==> src/rtl/if_de_stage_if.sv <==
// Bus between the fetch/decode front end and its neighbours (hazard unit, EX redirect, I-memory).
// The slave modport is the stage's view; the master modport is the environment driving it.
interface if_de_stage_if #(
  parameter int XLEN = 32
);
  logic            stall_de;
  logic            flush_de;
  logic [XLEN-1:0] branch_target_ex;
  logic [31:0]     inst_fe;
  logic [XLEN-1:0] pc_fe;
  logic [31:0]     inst_de;
  logic [XLEN-1:0] pc_de;
  logic [XLEN-1:0] pc4_de;
  logic            valid_de;
  logic [4:0]      rs1_de;
  logic [4:0]      rs2_de;
  logic            bubble_ex;
  logic [15:0]     stall_count;
  logic            stall_timeout;

  modport master (
    output stall_de, flush_de, branch_target_ex, inst_fe,
    input  pc_fe, inst_de, pc_de, pc4_de, valid_de, rs1_de, rs2_de,
           bubble_ex, stall_count, stall_timeout
  );

  modport slave (
    input  stall_de, flush_de, branch_target_ex, inst_fe,
    output pc_fe, inst_de, pc_de, pc4_de, valid_de, rs1_de, rs2_de,
           bubble_ex, stall_count, stall_timeout
  );
endinterface

==> src/rtl/if_de_stage.sv <==
// RISC-V fetch front end: PC register, IF/DE pipeline register, next-PC selection,
// stall/flush handling and stall performance/watchdog counters.
module if_de_stage #(
  parameter int              XLEN      = 32,
  parameter logic [XLEN-1:0] RESET_PC  = '0,
  parameter logic [31:0]     NOP       = 32'h0000_0013,
  parameter int              MAX_STALL = 15
) (
  input logic           clk,
  input logic           rst_n,
  if_de_stage_if.slave  bus
);

  typedef enum logic [1:0] {
    MODE_RUN   = 2'd0,
    MODE_STALL = 2'd1,
    MODE_FLUSH = 2'd2
  } mode_t;

  localparam int TIMEOUT_AT = MAX_STALL + 1;

  function automatic logic [15:0] sat_inc16(input logic [15:0] v);
    return (v == 16'hFFFF) ? v : v + 16'd1;
  endfunction

  function automatic logic [4:0] sat_inc5(input logic [4:0] v);
    return (v == 5'd31) ? v : v + 5'd1;
  endfunction

  mode_t           mode;
  logic [XLEN-1:0] pc_p0;
  logic [XLEN-1:0] pc_plus4_p0;
  logic [XLEN-1:0] target_p0;
  logic [31:0]     inst_p1;
  logic [XLEN-1:0] pc_p1;
  logic [XLEN-1:0] pc4_p1;
  logic            vld_p1;
  logic [4:0]      consec_p1;
  logic [4:0]      consec_inc;
  logic [15:0]     stall_cnt_p1;
  logic            timeout_p1;
  // Redirect targets are forced word-aligned, so the low two bits are deliberately dropped.
  logic            unused_target_lsb;

  assign unused_target_lsb = ^bus.branch_target_ex[1:0];

  always_comb begin
    mode = MODE_RUN;
    if (bus.flush_de)      mode = MODE_FLUSH;
    else if (bus.stall_de) mode = MODE_STALL;
  end

  assign pc_plus4_p0 = pc_p0 + XLEN'(4);
  assign target_p0   = {bus.branch_target_ex[XLEN-1:2], 2'b00};
  assign consec_inc  = sat_inc5(consec_p1);

  // Stage p0 -> p1: fetch address and IF/DE register
  always_ff @(posedge clk or negedge rst_n) begin
    if (!rst_n) begin
      pc_p0   <= RESET_PC;
      inst_p1 <= NOP;
      pc_p1   <= '0;
      pc4_p1  <= '0;
      vld_p1  <= 1'b0;
    end else begin
      case (mode)
        MODE_FLUSH: begin
          pc_p0   <= target_p0;
          inst_p1 <= NOP;
          pc_p1   <= '0;
          pc4_p1  <= '0;
          vld_p1  <= 1'b0;
        end
        MODE_RUN: begin
          pc_p0   <= pc_plus4_p0;
          inst_p1 <= bus.inst_fe;
          pc_p1   <= pc_p0;
          pc4_p1  <= pc_plus4_p0;
          vld_p1  <= 1'b1;
        end
        default: ;
      endcase
    end
  end

  // Stall counters: total stalled cycles and consecutive-stall watchdog
  always_ff @(posedge clk or negedge rst_n) begin
    if (!rst_n) begin
      consec_p1    <= '0;
      stall_cnt_p1 <= '0;
      timeout_p1   <= 1'b0;
    end else if (mode == MODE_STALL) begin
      consec_p1    <= consec_inc;
      stall_cnt_p1 <= sat_inc16(stall_cnt_p1);
      if (32'(consec_inc) >= 32'(TIMEOUT_AT)) timeout_p1 <= 1'b1;
    end else begin
      consec_p1 <= '0;
    end
  end

  assign bus.pc_fe         = pc_p0;
  assign bus.inst_de       = inst_p1;
  assign bus.pc_de         = pc_p1;
  assign bus.pc4_de        = pc4_p1;
  assign bus.valid_de      = vld_p1;
  assign bus.rs1_de        = inst_p1[19:15];
  assign bus.rs2_de        = inst_p1[24:20];
  assign bus.bubble_ex     = bus.stall_de | bus.flush_de;
  assign bus.stall_count   = stall_cnt_p1;
  assign bus.stall_timeout = timeout_p1;

endmodule

==> src/flat_wrapper.sv <==
// flat-port wrapper written by rule: the top's interface ports become plain ports
module if_de_stage_flat 
#(
  parameter int              XLEN      = 32,
  parameter logic [XLEN-1:0] RESET_PC  = '0,
  parameter logic [31:0]     NOP       = 32'h0000_0013,
  parameter int              MAX_STALL = 15
)
  (clk, rst_n, bus_stall_de, bus_flush_de, bus_branch_target_ex, bus_inst_fe, bus_pc_fe, bus_inst_de, bus_pc_de, bus_pc4_de, bus_valid_de, bus_rs1_de, bus_rs2_de, bus_bubble_ex, bus_stall_count, bus_stall_timeout);
  if_de_stage_if #(.XLEN(XLEN)) bus_i ();
  input logic clk;
  input logic rst_n;
  input wire logic [$bits(bus_i.stall_de)-1:0] bus_stall_de;
  input wire logic [$bits(bus_i.flush_de)-1:0] bus_flush_de;
  input wire logic [$bits(bus_i.branch_target_ex)-1:0] bus_branch_target_ex;
  input wire logic [$bits(bus_i.inst_fe)-1:0] bus_inst_fe;
  output wire logic [$bits(bus_i.pc_fe)-1:0] bus_pc_fe;
  output wire logic [$bits(bus_i.inst_de)-1:0] bus_inst_de;
  output wire logic [$bits(bus_i.pc_de)-1:0] bus_pc_de;
  output wire logic [$bits(bus_i.pc4_de)-1:0] bus_pc4_de;
  output wire logic [$bits(bus_i.valid_de)-1:0] bus_valid_de;
  output wire logic [$bits(bus_i.rs1_de)-1:0] bus_rs1_de;
  output wire logic [$bits(bus_i.rs2_de)-1:0] bus_rs2_de;
  output wire logic [$bits(bus_i.bubble_ex)-1:0] bus_bubble_ex;
  output wire logic [$bits(bus_i.stall_count)-1:0] bus_stall_count;
  output wire logic [$bits(bus_i.stall_timeout)-1:0] bus_stall_timeout;
  assign bus_i.stall_de = bus_stall_de;
  assign bus_i.flush_de = bus_flush_de;
  assign bus_i.branch_target_ex = bus_branch_target_ex;
  assign bus_i.inst_fe = bus_inst_fe;
  assign bus_pc_fe = bus_i.pc_fe;
  assign bus_inst_de = bus_i.inst_de;
  assign bus_pc_de = bus_i.pc_de;
  assign bus_pc4_de = bus_i.pc4_de;
  assign bus_valid_de = bus_i.valid_de;
  assign bus_rs1_de = bus_i.rs1_de;
  assign bus_rs2_de = bus_i.rs2_de;
  assign bus_bubble_ex = bus_i.bubble_ex;
  assign bus_stall_count = bus_i.stall_count;
  assign bus_stall_timeout = bus_i.stall_timeout;
  if_de_stage #(.XLEN(XLEN), .RESET_PC(RESET_PC), .NOP(NOP), .MAX_STALL(MAX_STALL)) u_core (.clk(clk), .rst_n(rst_n), .bus(bus_i));
endmodule
==> config.mk <==
export PLATFORM = sky130hd
export DESIGN_NAME = if_de_stage_flat
export DESIGN_NICKNAME = d
export VERILOG_FILES = /design/src/rtl/if_de_stage_if.sv /design/src/rtl/if_de_stage.sv /design/src/flat_wrapper.sv
export SDC_FILE = /design/constraint.sdc
export NUM_CORES = 1
export LEC_CHECK = 0
export ABC_AREA = 1
export CAP_MARGIN = 30
export CORE_MARGIN = 2
export CORE_UTILIZATION = 55
export DETAILED_ROUTE_END_ITERATION = 12
export DONT_BUFFER_PORTS = 1
export PLACE_DENSITY = 0.78
export SLEW_MARGIN = 10
export SYNTH_ARGS = -nofsm -noshare
export SYNTH_HDL_FRONTEND = slang
export SYNTH_SLANG_ARGS = --single-unit
==> constraint.sdc <==
create_clock -name clk -period 1.4 [get_ports clk]
set_clock_uncertainty 0.1 [all_clocks]
set_input_delay 0.21 -clock clk [delete_from_list [all_inputs] [get_ports clk]]
set_output_delay 0.21 -clock clk [all_outputs]
set_load 0.05 [all_outputs]
# Word level (Yosys, flattened, before mapping)
# Cells that the tools add are included.
[word_totals]
reg_bits = 151
input_bits = 68
out_inout_bits = 157
[classes]
addsub = 3
magnitude_cmp = 1
eq_ne = 4
n_mux = 9
bitwise_logic = 2
n_reduce_logical = 4
[ops]
columns = ["op", "n"]
rows = [
  ["$pmux 32 s2", 4],
  ["$add 32x3->32 const B", 1],
  ["$add 16x1->16 const B", 1],
  ["$eq 16x16->1 const B", 1],
  ["$mux 5", 2],
  ["$add 5x1->5 const B", 1],
  ["$eq 5x5->1 const B", 1],
  ["$ge 5x5->1 const B", 1],
  ["$reduce_and 2->1", 2],
  ["$eq 2x1->1 const B", 1],
  ["$eq 2x2->1 const B", 1],
  ["$logic_not 2->1", 1],
  ["$mux 2", 1],
  ["$pmux 1 s2", 1],
  ["$reduce_bool 2->1", 1],
  ["$mux 1", 1],
  ["$not 1->1", 1],
  ["$or 1x1->1", 1],
]

# Depth between registers and ports, before layout
# Gate-level depths: netlist (run 1).
[depth]
depth_word = 4
depth_mapped = 11
depth_no_buf = 11

# Worst setup path after synthesis (run 1)
# Ideal clock, no wire load.
[synth_path]
kind = "register to register"
startpoint = "register u_core.pc_p0[3] (netlist: u_core.bus.pc_fe[3])"
endpoint = "register u_core.pc4_p1[30] (netlist: u_core.bus.pc4_de[30])"
arrival_time_ps = 1742
required_ps = 1182
slack_ps = -560
path_stages_with_launch = 11
n_path_buf = 0
synth_period_minus_slack_ps = 1960
path_cell_list = "dfrtp_1 ha_1 nand2_2 nor2_2 nand2_2 nor2_4 nand2_2 nor2_1 nand2_1 nand3_2 nand2_1"
[synth_via]
elab_chain_cells = 2
[synth_lines]
columns = ["element", "line", "rtl"]
rows = [
  ["start, declared", "if_de_stage.sv:31", "logic [XLEN-1:0] pc_p0;"],
  ["start signal, assigned", "if_de_stage.sv:68", "pc_p0 <= target_p0;"],
  ["start signal, assigned", "if_de_stage.sv:75", "pc_p0 <= pc_plus4_p0;"],
  ["$add 32x3->32", "if_de_stage.sv:53", "assign pc_plus4_p0 = pc_p0 + XLEN'(4);"],
  ["$pmux 32 s2", "if_de_stage.sv:66", "case (mode)"],
  ["end signal, assigned", "if_de_stage.sv:78", "pc4_p1 <= pc_plus4_p0;"],
  ["end, declared", "if_de_stage.sv:36", "logic [XLEN-1:0] pc4_p1;"],
]
# Every way passes these cells.
# A chain may end at the register's enable or synchronous reset.

# Final worst setup path (run 1)
[layout_path]
startpoint = "register u_core.pc_p0[2] (netlist: u_core.bus.pc_fe[2])"
endpoint = "register u_core.pc_p0[31] (netlist: u_core.bus.pc_fe[31])"
[layout_via]
elab_chain_cells = 2
[layout_lines]
columns = ["element", "line"]
rows = [
  ["$add 32x3->32", "if_de_stage.sv:53"],
  ["$pmux 32 s2", "if_de_stage.sv:66"],
]
# Every way passes these cells.

==> results of run 1 <==
[how the worst min path moves through the flow]
stage               cells after the start  slack, ns   from                        end
finish                                  0      -0.63  rst_n  u_core.bus.stall_count[4]
CTS                                     0      -0.64  rst_n  u_core.bus.stall_count[3]
floorplan                               0      -0.19  rst_n     u_core.bus.inst_de[10]
detailed placement                      0      -0.18  rst_n  u_core.bus.stall_count[3]
global placement                        0      -0.18  rst_n  u_core.bus.stall_count[3]
global route                            0      -0.64  rst_n  u_core.bus.stall_count[5]
[cells by family after synthesis]
logic type	after synthesis
compound gates	128
xor+xnor	18
fa+ha+maj	3
buf+inv	102
flops	145
other cells	1
simple gates	353
[layout make-up]
cell class | count | area [µm²] | area share
sequential | 145 | 3742 | 0.3645
multi-input combinational | 508 | 3123 | 0.3042
timing repair buffer | 244 | 2384 | 0.2322
clock buffer | 17 | 425.4 | 0.04144
inverter | 59 | 234.0 | 0.02279
tap | 147 | 183.9 | 0.01792
clock inverter | 15 | 173.9 | 0.01694
[per-stage QoR]
step           TNS [ns]  instance area, µm²
4_1_cts          -7.402                9654
3_5_place_dp     -6.766                7833
2_1_floorplan    -9.507                6789
3_3_place_gp     -4.509                7833
5_1_grt          -16.23               10270
6_report         -11.36               10270
[registers in the layout (all words and copies together), names as in the netlist]
name / flops
u_core.bus.stall_timeout: 1
u_core.bus.pc_fe: 30
u_core.consec_p1: 5
u_core.bus.valid_de: 1
u_core.bus.stall_count: 16
u_core.bus.inst_de: 32
u_core.bus.pc4_de: 30
u_core.bus.pc_de: 30
[cell usage in the layout (no fill, tap or decap), types with 13 or more instances in the layout]
cell type | synthesis | final
clkbuf_16 | 0 | 17
xor2_1 | 14 | 13
nand2_1 | 210 | 177
dfrtp_1 | 142 | 54
dfrtp_2 | 0 | 88
buf_6 | 1 | 45
a21oi_1 | 20 | 13
nand3_1 | 44 | 27
o21ai_0 | 54 | 43
nor2_2 | 8 | 20
nand2_2 | 9 | 31
buf_4 | 19 | 106
inv_1 | 56 | 50
a22o_1 | 29 | 29
nor2_4 | 5 | 26
nor2_1 | 60 | 27
nand3_2 | 2 | 15
dlygate4sd3_1 | 0 | 72
[per-layer routing]
| metal | wire length, µm | GRT usage | up-vias |
|---|---|---|---|
| li1 | - | - | 2889 |
| met1 | 8699 | 0.4073 | 3219 |
| met2 | 12180 | 0.5756 | 414 |
| met3 | 2245 | 0.1111 | 80 |
| met4 | 889 | 0.1561 | 0 |
| met5 | 0 | 0 | - |
[repair_timing]
| item | in CTS | in global routing |
|---|---|---|
| setup endpoints to repair | 104 | 138 |
| gates resized for setup | 118 | 151 |
| pin swaps | 31 | 54 |
| buffers inserted | 11 | 18 |
| endpoints found under the hold margin | 207 | 145 |
[power by group]
group          switching (µW)  internal (µW)  total, µW
registers                 811           4610       5420
clock network            2010           2690       4690
logic                    2190           1370       3550
[worst register-to-register path: cells and delay by family, from the launching register on]
| family | cells | cell delay [ns] |
|---|---|---|
| simple gates | 6 | 0.64 |
| buf+inv | 3 | 0.29 |
| flops | 1 | 0.39 |
| compound gates | 1 | 0.19 |
==> results.py, run 1 <==
metrics = {
    "worst_hold_path": {
        "worstHoldPathType": "in2async",
    },
    "grt": {
        "grt_start_max_net_pins": 146,
        "grt_pass1_vias": 6648,
        "grt_antenna_before_repair": 0,
        "overflow": 0,
        "grt_pass1_wl_um": 34250,
        "grt_usage": 0.3440,
    },
    "synth": {
        "netlist_top_cells_area": "dfrtp_1 (54%), nand2_1 (12%), o21ai_0 (4.1%), a22o_1 (3.8%), nor2_1 (3.4%)",
        "synth_edf_count": 0,
        "syn_area_um2": 6628,
        "ys_warn_count": 0,
        "ys_seq_elements": 145,
        "synth_fa_ha_area_frac": 0.005664,
        "synthTopCellsByCount": "nand2_1 (210), dfrtp_1 (142), nor2_1 (60)",
        "syn_area_per_cell_um2": 8.837,
        "seq_area_frac_synth": 0.5480,
        "synth_top_cell_area_share": 0.5362,
        "synth-compound-area-share": 0.1229,
        "ys_types": 34,
        "yosysTopAreaCell": "dfrtp_1",
        "async_flop_share": 1.000,
        "muxShareOfSynthArea": 0,
        "synth_ff_type": "dfrtp_1",
        "synthMostInstantiatedCell": "nand2_1",
        "synth_xor_area_frac": 0.02379,
        "synth_top_family_by_area": "simple AND/OR/NAND/NOR gates",
        "synthCells": 750,
        "synth_simple_gate_area_frac": 0.2275,
    },
    "timing": {
        "drv_slew": 0,
        "setup_slack_ns": -0.2991,
        "slew_headroom": 0.5582,
        "tightest_slew_ns": 0.6606,
        "fin_crit_sh": 1.214,
        "whs_ns": -0.6303,
        "rsz0062_at_grt": "yes",
        "fmax_mhz": 588.6,
        "hold_violations": 145,
        "period_needed_ns": 1.699,
        "setup_viol": 86,
    },
    "clock_tree": {
        "cts_buffers": 17,
        "htreeDepth": 4,
        "clock_path_buffers": 2,
        "cts_tree": "done",
        "clkSinkCount": 145,
        "root_buffer": "clkbuf_16",
        "cts.clk_slew.worst_paths_ns": 0.07,
        "clock_latency_ns": 0.43,
        "hold_buffers": 72,
    },
    "drt": {
        "routed_via_density": 5.817,
        "firstDrtPassIters": 5,
        "ant_nets": 0,
        "wl_per_cell_um": 21.16,
        "drtIter0Drc": 627,
        "routed_wl_um": 24020,
        "drc": 0,
        "vias": 6602,
    },
    "worst_setup_path": {
        "crit_path_max_fanout": 4,
        "cp_num_cells": 10,
        "crit_chain": "buf_6 -> inv_4 -> nor2_4 -> buf_6 -> nand2_4 -> nor2_4 -> nand2_1 -> nand2_1 -> nand3_1 -> a21oi_1",
        "cp_data_required_time_ns": 1.64,
        "crit_start": "u_core.bus.pc_fe[2]",
        "rrSetupSlack_ns": -0.30,
        "crit_path_end": "u_core.bus.pc_fe[31]",
        "critical_path_class": "reg2reg",
        "crit_slowest_cell": "dfrtp_2",
        "path_buf_inv": 3,
        "reg2regPathDepth": 10,
        "cp-end-kind": "flip-flop",
        "path_delay_family": "simple AND/OR/NAND/NOR gates",
        "r2r_start": "u_core.bus.pc_fe[2]",
        "regToRegEndpoint": "u_core.bus.pc_fe[31]",
        "cp-start-kind": "flip-flop",
        "cp.arrival_ns": 1.94,
        "critPathMaxStageDelay_ns": 0.39,
    },
    "floorplanning": {
        "dieArea_um2": 12940,
        "initial_core_util": 0.5588,
        "ios": 225,
        "core_area_um2": 11860,
        "fp.dieH_um": 113.8,
        "fp.dieW_um": 113.8,
        "rows": 40,
    },
    "outcome": {
        "status": "finished, violations left",
        "violations": "negative hold slack, negative setup slack",
    },
    "power": {
        "p_leak_uw": 0.004748,
        "report.power.total_uw": 13660,
        "peakVddDrop_mv": 1.136,
        "power.density_nw_per_um2": 1331,
    },
    "cells_and_area": {
        "diodes": 0,
        "drive_above_1_share": 0.4453,
        "final_cells": 1135,
        "finish.utilization": 0.8655,
        "area_growth_syn_to_layout_pct": 54.90,
        "fill_cells": 567,
        "nNetsFinal": 1046,
    },
    "run": {
        "drv_cap": 0,
    },
    "placement": {
        "dp_cells": 1003,
        "dp_slack_ns": -0.2316,
        "port_buffers": 0,
        "hpwl_um": 13470,
        "globalplace.congestion": 0.8882,
    },
}
(Power assumes the default switching activity.)
==> run 2, diff against run 1 <==
- CTS_CLUSTER_DIAMETER: not set -> 100
- TNS_END_PERCENT: not set -> 100
==> results of run 2 <==
Same layout as run 1: the final DEF is identical, and so are final timing and power.
==> run 3, diff against run 2 <==
- GPL_TIMING_DRIVEN: not set -> 0
==> run 3 against run 2 <==
  * The run still ends with negative hold slack, negative setup slack left
  * Die area unchanged
  * Utilization decreased by 10 points
  * Worst setup slack got worse by 0.22 ns
  * Register-to-register slack got worse by 0.22 ns
  * Sequential share of layout area increased by 5.7 points
  * Combinational power decreased by 57%
  * Final area decreased by 12%
  * Sequential power increased by 21%
  * Critical path type unchanged
==> results.py, run 3 (synthesized netlist as in run 1, its figures left out) <==
metrics = {
    "timing": {
        "slew_headroom": 0.5341,
        "fin_crit_sh": 1.370,
        "whs_ns": -0.6193,
        "fmax_mhz": 521.2,
        "period_needed_ns": 1.918,
        "hold_violations": 145,
        "setup_slack_ns": -0.5185,
        "setup_viol": 84,
        "rsz0062_at_grt": "yes",
        "drv_slew": 0,
        "tightest_slew_ns": 0.6988,
    },
    "floorplanning": {
        "fp.dieH_um": 113.8,
        "ios": 225,
        "dieArea_um2": 12940,
        "core_area_um2": 11860,
        "fp.dieW_um": 113.8,
        "initial_core_util": 0.5588,
        "rows": 40,
    },
    "drt": {
        "drc": 0,
        "routed_wl_um": 21610,
        "wl_per_cell_um": 21.10,
        "drtIter0Drc": 649,
        "ant_nets": 0,
        "vias": 6055,
        "routed_via_density": 5.913,
        "firstDrtPassIters": 5,
    },
    "clock_tree": {
        "clock_latency_ns": 0.43,
        "cts_buffers": 17,
        "cts_tree": "done",
        "cts.clk_slew.worst_paths_ns": 0.06,
        "clock_path_buffers": 2,
        "htreeDepth": 4,
        "clkSinkCount": 145,
        "root_buffer": "clkbuf_16",
        "hold_buffers": 62,
    },
    "cells_and_area": {
        "fin_area_um2": 9081,
        "final_cell_mix": "nand2_1 (187), dfrtp_2 (94), dlygate4sd3_1 (62)",
        "nNetsFinal": 935,
        "area_growth_syn_to_layout_pct": 37.02,
        "drive_above_1_share": 0.3797,
        "diodes": 0,
        "fill_cells": 719,
        "final_common_cell": "nand2_1",
        "largest_register_ffs": 32,
    },
    "placement": {
        "globalplace.congestion": 0.9543,
        "hpwl_um": 13420,
        "dp_slack_ns": -0.5913,
        "port_buffers": 0,
        "place_area_um2": 6973,
    },
    "worst_setup_path": {
        "crit_path_max_fanout": 3,
        "path_delay_family": "simple AND/OR/NAND/NOR gates",
        "cp_num_cells": 9,
        "crit_start": "u_core.bus.pc_fe[2]",
        "reg2regPathDepth": 9,
        "critical_path_class": "reg2reg",
        "critPathMaxStageDelay_ns": 0.56,
        "path_buf_inv": 1,
        "cp_data_required_time_ns": 1.61,
        "critPathMostFrequentCell": "nand3_2",
        "cp-end-kind": "flip-flop",
        "crit_chain": "ha_4 -> buf_4 -> nand3_4 -> nor2_4 -> nand3_2 -> nor2_1 -> nand2_1 -> nand3_2 -> nand3_2",
        "crit_slowest_cell": "dfrtp_2",
        "cp.arrival_ns": 2.13,
        "cp-start-kind": "flip-flop",
        "r2r_start": "u_core.bus.pc_fe[2]",
    },
    "grt": {
        "grt_start_max_net_pins": 146,
        "grt_pass1_vias": 6109,
        "grt_antenna_before_repair": 0,
        "grt_pass1_wl_um": 32840,
        "grt_usage": 0.3306,
        "overflow": 0,
    },
    "worst_hold_path": {
        "worstHoldPathType": "in2async",
    },
    "power": {
        "peakVddDrop_mv": 1.032,
        "p_leak_uw": 0.003989,
        "power.density_nw_per_um2": 1387,
    },
    "outcome": {
        "violations": "negative hold slack, negative setup slack",
        "status": "finished, violations left",
    },
    "run": {
        "drv_cap": 0,
    },
}
## run 3: final timing paths
path                       slack [ns]                        end
hold / removal                  -0.62  u_core.bus.stall_count[5]
setup / recovery                -0.52       u_core.bus.pc_fe[24]
min in group clk                 0.12       u_core.bus.pc_fe[30]
hold reg to reg                  0.50        u_core.consec_p1[1]
setup reg to reg                -0.52       u_core.bus.pc_fe[24]
max in group asynchronous        1.58      u_core.bus.inst_de[0]
## run 3: where the power goes
| part | total [µW] | switching [µW] | internal, µW | leakage (µW) |
|---|---|---|---|---|
| sequential | 6550 | 1880 | 4660 | 0.00173 |
| clock | 4510 | 1870 | 2640 | 0.000285 |
| combinational | 1530 | 869 | 665 | 0.00198 |
| total | 12600 | 4630 | 7970 | 0.00399 |
## run 3: metal layers
layer	share of wire	track usage
met1	0.37	0.3917
met2	0.50	0.5441
met4	0.036	0.1561
met3	0.097	0.1137
met5	0	0
## run 3: area by class of cell
class / count / area (µm²) / area share
sequential: 145 / 3825 / 0.4212
multi-input combinational: 508 / 3034 / 0.3341
timing repair buffer: 90 / 882.1 / 0.09713
clock buffer: 17 / 425.4 / 0.04684
buffer: 43 / 340.3 / 0.03748
inverter: 59 / 234.0 / 0.02576
tap: 147 / 183.9 / 0.02025
clock inverter: 15 / 156.4 / 0.01722
## run 3: stage by stage
stage	instances	total power [µW]	hold slack, ns	utilization	TNS [ns]
after global placement	902	7453	-0.1826	0.5879	-32.74
after detailed placement	902	7518	-0.1826	0.5879	-36.47
final	1024	12600	-0.6193	0.7656	-25.49
after global routing	1024	12980	-0.6417	0.7656	-30.77
after floorplan	755	7142	-0.1856	-	-9.507
after CTS	1014	12370	-0.6318	0.7386	-22.40
## run 3: timing repair
action	4_1_cts	5_1_grt
setup endpoints to repair	118	131
resized for setup	137	99
pin swaps	16	20
hold endpoints to repair	207	145
setup buffers	18	10
